<file path="src/rtl/pc_unit.sv">
// pc_unit: RV32I program counter with boot sequencing, misaligned-target trap and return-address stack.
module pc_unit #(
  parameter int              XLEN         = 32,
  parameter logic [XLEN-1:0] RESET_VECTOR = 32'h0000_0000,
  parameter logic [XLEN-1:0] TRAP_VECTOR  = 32'h0000_0100,
  parameter int              RAS_DEPTH    = 4,
  parameter int              C_EXT        = 0
) (
  input  logic            clk,
  input  logic            rst_n,
  input  logic            advance,
  input  logic            stall,
  input  logic [1:0]      pc_src,
  input  logic [XLEN-1:0] rs1,
  input  logic [XLEN-1:0] imm,
  input  logic [XLEN-1:0] alu_result,
  input  logic            is_call,
  input  logic            is_ret,
  input  logic            trap_ack,
  output logic [XLEN-1:0] pc,
  output logic            pc_valid,
  output logic [XLEN-1:0] pc_plus4,
  output logic            trap_valid,
  output logic [XLEN-1:0] trap_epc,
  output logic [XLEN-1:0] trap_tval,
  output logic [XLEN-1:0] ras_top,
  output logic            ras_valid
);
  localparam int AW = $clog2(RAS_DEPTH);
  typedef enum logic [1:0] {BOOT, RUN, TRAP} state_t;
  state_t          state_q, state_d;
  logic [XLEN-1:0] pc_q, pc_d, epc_q, epc_d, tval_q, tval_d;
  logic [XLEN-1:0] ras_q [RAS_DEPTH];
  logic [XLEN-1:0] ras_d [RAS_DEPTH];
  logic [AW-1:0]   ptr_q, ptr_d;
  logic [AW:0]     cnt_q, cnt_d;
  logic            pc_valid_q, pc_valid_d, trap_valid_q, trap_valid_d;
  logic [XLEN-1:0] jalr_sum, target;
  logic            taken, misaligned, retire, link, push, pop, repl;
  assign pc_plus4 = pc_q + XLEN'(4);
  assign jalr_sum = rs1 + imm;
  assign taken    = alu_result == XLEN'(1);
  assign target   = pc_src == 2'b00 ? {jalr_sum[XLEN-1:1], 1'b0} :
                    (pc_src == 2'b01 || (pc_src == 2'b10 && taken)) ? pc_q + imm : pc_plus4;
  assign misaligned = (C_EXT == 0) && target[1];
  assign retire     = state_q == RUN && advance && !stall;
  // Only JAL/JALR (pc_src[1]==0) that actually retire without faulting touch the stack
  assign link = retire && !misaligned && !pc_src[1];
  assign push = link && is_call && (!is_ret || cnt_q == '0);
  assign pop  = link && is_ret && !is_call && cnt_q != '0;
  assign repl = link && is_call && is_ret && cnt_q != '0;
  always_comb begin
    state_d = state_q;
    pc_d    = pc_q;
    epc_d   = epc_q;
    tval_d  = tval_q;
    ras_d   = ras_q;
    ptr_d   = ptr_q + AW'(push) - AW'(pop);
    cnt_d   = push ? (cnt_q == (AW+1)'(RAS_DEPTH) ? cnt_q : cnt_q + 1'b1) : pop ? cnt_q - 1'b1 : cnt_q;
    if (push || repl) ras_d[ptr_d] = pc_plus4;
    if (state_q == BOOT) state_d = RUN;
    if (state_q == TRAP && trap_ack) state_d = RUN;
    if (retire && misaligned) begin
      state_d = TRAP;
      pc_d    = TRAP_VECTOR;
      epc_d   = pc_q;
      tval_d  = target;
      cnt_d   = '0;
    end else if (retire) begin
      pc_d = target;
    end
    pc_valid_d   = state_d == RUN;
    trap_valid_d = state_d == TRAP;
  end
  always_ff @(posedge clk or negedge rst_n) begin
    if (!rst_n) begin
      state_q      <= BOOT;
      pc_q         <= RESET_VECTOR;
      epc_q        <= '0;
      tval_q       <= '0;
      ptr_q        <= '0;
      cnt_q        <= '0;
      pc_valid_q   <= 1'b0;
      trap_valid_q <= 1'b0;
      for (int i = 0; i < RAS_DEPTH; i++) ras_q[i] <= '0;
    end else begin
      state_q      <= state_d;
      pc_q         <= pc_d;
      epc_q        <= epc_d;
      tval_q       <= tval_d;
      ptr_q        <= ptr_d;
      cnt_q        <= cnt_d;
      pc_valid_q   <= pc_valid_d;
      trap_valid_q <= trap_valid_d;
      ras_q        <= ras_d;
    end
  end
  assign pc         = pc_q;
  assign pc_valid   = pc_valid_q;
  assign trap_valid = trap_valid_q;
  assign trap_epc   = epc_q;
  assign trap_tval  = tval_q;
  assign ras_valid  = cnt_q != '0;
  assign ras_top    = cnt_q == '0 ? '0 : ras_q[ptr_q];
endmodule

</file>
<file path="config.mk">
export PLATFORM = sky130hd
export DESIGN_NAME = pc_unit
export DESIGN_NICKNAME = d
export VERILOG_FILES = /design/src/rtl/pc_unit.sv
export SDC_FILE = /design/constraint.sdc
export NUM_CORES = 1
export LEC_CHECK = 0
export BUFFER_PORTS_ARGS = -buffer_cell sky130_fd_sc_hd__buf_2
export CORE_ASPECT_RATIO = 0.8
export CORE_UTILIZATION = 35
export CTS_CLUSTER_DIAMETER = 150
export DETAILED_ROUTE_END_ITERATION = 12
export PLACE_DENSITY = 0.55
export SYNTH_ARGS = -nofsm -noshare
export SYNTH_HDL_FRONTEND = slang
export SYNTH_SLANG_ARGS = --single-unit
</file>
<file path="constraint.sdc">
create_clock -name clk -period 6.4 [get_ports clk]
set_input_delay 1.28 -clock clk [delete_from_list [all_inputs] [get_ports clk]]
set_output_delay 1.28 -clock clk [all_outputs]
set_load 0.01 [all_outputs]
</file>
==> metrics.txt <==
status=complete, no violations; Final Hold Vio Count=0; Simple-Gate Fraction of Synth Area=0.1764; Synth Area in Adders=0.06186; Synth Area in Compound Gates=0.1858; first-pass GRT wire length=72370 microns; max_slew headroom=0.2687; Worst Path Required=approximately 6.8 ns; register bit count reported by yosys=around 230; Seq/Total Area, Yosys=0.4130; GR Util All Layers=0.2286; drt pass-1 iters=5; Die Span Y=181.6 microns; P_leak=0.008256 uW; Total Neg Setup Slack=0 ns; DRT iter0 DRCs=806; clock sinks=approximately 230; critical path capture point type=flop; Max Cap Violations=0; WL per Instance=19.95 microns; PD cells=~450 mW/mm^2; critical path arrival=around 5.5 ns; Syn Area/Cell=9.126 sq um; cell area after synthesis=0.01412 sq mm; vias in the first global route=12481; Yosys cell types=76; CTS tree=built; Final Slew Violations=0; H-tree levels=1; Starting Density=0.3565; Clock transition at path regs=0.06 ns; IO Pins=268; # Post-CTS Setup Buffers=0; Final period util=0.7938; CTS Hold Bufs=0; leading cell type in the layout, fill and taps excluded=buf_2; EDFF count, synth=0; RSZ-0062 raised after global routing=false; insertion delay to the later sink of the worst-skew pair=0.57 ns; Synth Warn #=0; # DRC=0; die area=slightly above 0.04 sq mm; Worst setup SP type=primary input; layout cell share with drive strength beyond 1=0.2290; clock root cell=clkbuf_16; # port buffers=267; final setup fails=0; syn nets=1720; XOR/XNOR Fraction of Synth Area=0.04591; Tightest Pin Transition=1.087 ns; proportion of synthesized area in mux cells=0.07843; synth top area cells=dfrtp_1, nand2_1, ha_1; largest family of logic cells by synthesized area=compound AO/OA/AOI/OAI gates; ys flop type=dfrtp_1; post-route minimum period=about 5.1 ns; HPWL Detailed=34480 microns; Max Fanout on Critical Path=34; Synth Instances=approximately 1500; FILL cells=around 4000; Worst VDD drop=0.0002285 V; Avg Vias per Cell=between 5 and 6; ANT nets after route=0; initial antenna violation count=0; final WL=46850 microns; Worst Hold Class=flop to flop; hold_ws=between 0.4 and 0.5 ns; f_max=0.1968 GHz; cts repair resizes=0; clock skew=0.02162 ns; TritonCTS buffer count=27; Die W=226.6 microns; area leader, netlist=dfrtp_1; Row Count=65; Final #Nets=between 1500 and 2000; critical path class=primary input to flop; Area Growth Syn to Fin=20.24%; via count=approximately 12000; Yosys top cell area share=0.4130; CTS max path bufs=3; ys async rst share=1.000; largest net degree at the start of global routing=between 100 and 150; core region area=0.03961 sq mm; GRT overflow=0; routability congestion estimate=0.8903; leading cell types in the layout, fill and taps excluded=buf_2, nand2_1, dfrtp_1
## kinds of logic (layout without fill, tap and decap cells)
kind of cell | count (synthesis) | in the layout
AO/OA/AOI/OAI | 429 | 429
XOR/XNOR | 74 | 74
adder cells (fa/ha/maj) | 68 | 68
buffers and inverters | 136 | 401
flip-flops | 233 | 233
multiplexers | 67 | 67
other | 0 | 1
AND/OR/NAND/NOR | 540 | 540
## final cells by class
cell class                      instances  area, sq um  area share
Timing Repair Buffer                  298         1604     0.09449
Sequential cell                       233         5832      0.3435
Clock buffer                           36        759.5     0.04474
Antenna cell                            1        2.502   0.0001474
Clock inverter                         13        115.1    0.006781
Inverter                               54        202.7     0.01194
Multi-Input combinational cell       1178         7790      0.4589
Tap cell                              536        670.6     0.03950
## worst max-delay path, stage by stage
cell and delay [ns]:
buf_2 0.18, nor4b_1 0.30, nand4_1 0.20, o32ai_4 0.28, mux2i_1 0.50, o211ai_1 0.15, or4_1 0.45, ha_1 0.32
ha_1 0.19, xnor2_1 0.17, xnor2_1 0.19, inv_1 0.18, nand3_2 0.50, buf_12 0.39, nand2_1 0.08, o21ai_0 0.09
## cell usage after synthesis, types with 24 or more instances
| library cell | n |
|---|---|
| clkbuf_1 | 55 |
| o21ai_1 | 64 |
| ha_1 | 65 |
| a211oi_1 | 24 |
| nor2_1 | 118 |
| mux4_2 | 32 |
| nand3_1 | 26 |
| and2_1 | 41 |
| xor2_1 | 30 |
| o21ai_0 | 67 |
| xnor2_1 | 44 |
| nand2_1 | 241 |
| dfrtp_1 | 233 |
| inv_1 | 53 |
| a21oi_1 | 141 |
## through the flow
step                area, sq um  setup slack, ns  instances    util  power (uW)
finish                    16980            1.320       2349  0.4286        7642
global route              16970           0.9436       2348  0.4286        8186
CTS                       16970            1.366       2348  0.4286        7709
detailed placement        16100           0.8018       2299  0.4065        6132
global placement          16100           0.9760       2299  0.4065        6074
floorplan                 14120            1.397       1547       -        4700
## routing by layer
metal,share of wire,track usage
met3,0.049,0.03188
met2,0.45,0.3606
met4,0.027,0.06459
met5,0,0
met1,0.47,0.3260
## state kept, by name, summed over array words and instances, names as in the netlist
name,count
cnt_q,3
trap_epc,32
trap_tval,32
pc,32
state_q,2
trap_valid,1
ptr_q,2
pc_valid,1
ras_q,128
## report_power, final
part           total, uW  leakage [uW]  switching (uW)  internal (uW)
clock               1530      0.000437             655            878
combinational       3560       0.00478            2030           1530
sequential          2550       0.00304             534           2020
## final timing paths
kind / endpoint / depth (start not counted) / slack (ns) / startpoint
max in group asynchronous: trap_tval[11] / 2 / 4.34 / rst_n
worst min register to register: trap_tval[1] / 1 / 0.46 / trap_tval[1]
worst max register to register: ras_q[91] / 14 / 1.68 / pc[0]
worst min-delay path: trap_tval[1] / 1 / 0.46 / trap_tval[1]
worst max-delay path: ras_q[91] / 16 / 1.32 / pc_src[1]
min in group asynchronous: ras_q[102] / 1 / 0.80 / rst_n
(Power assumes the default switching activity.)
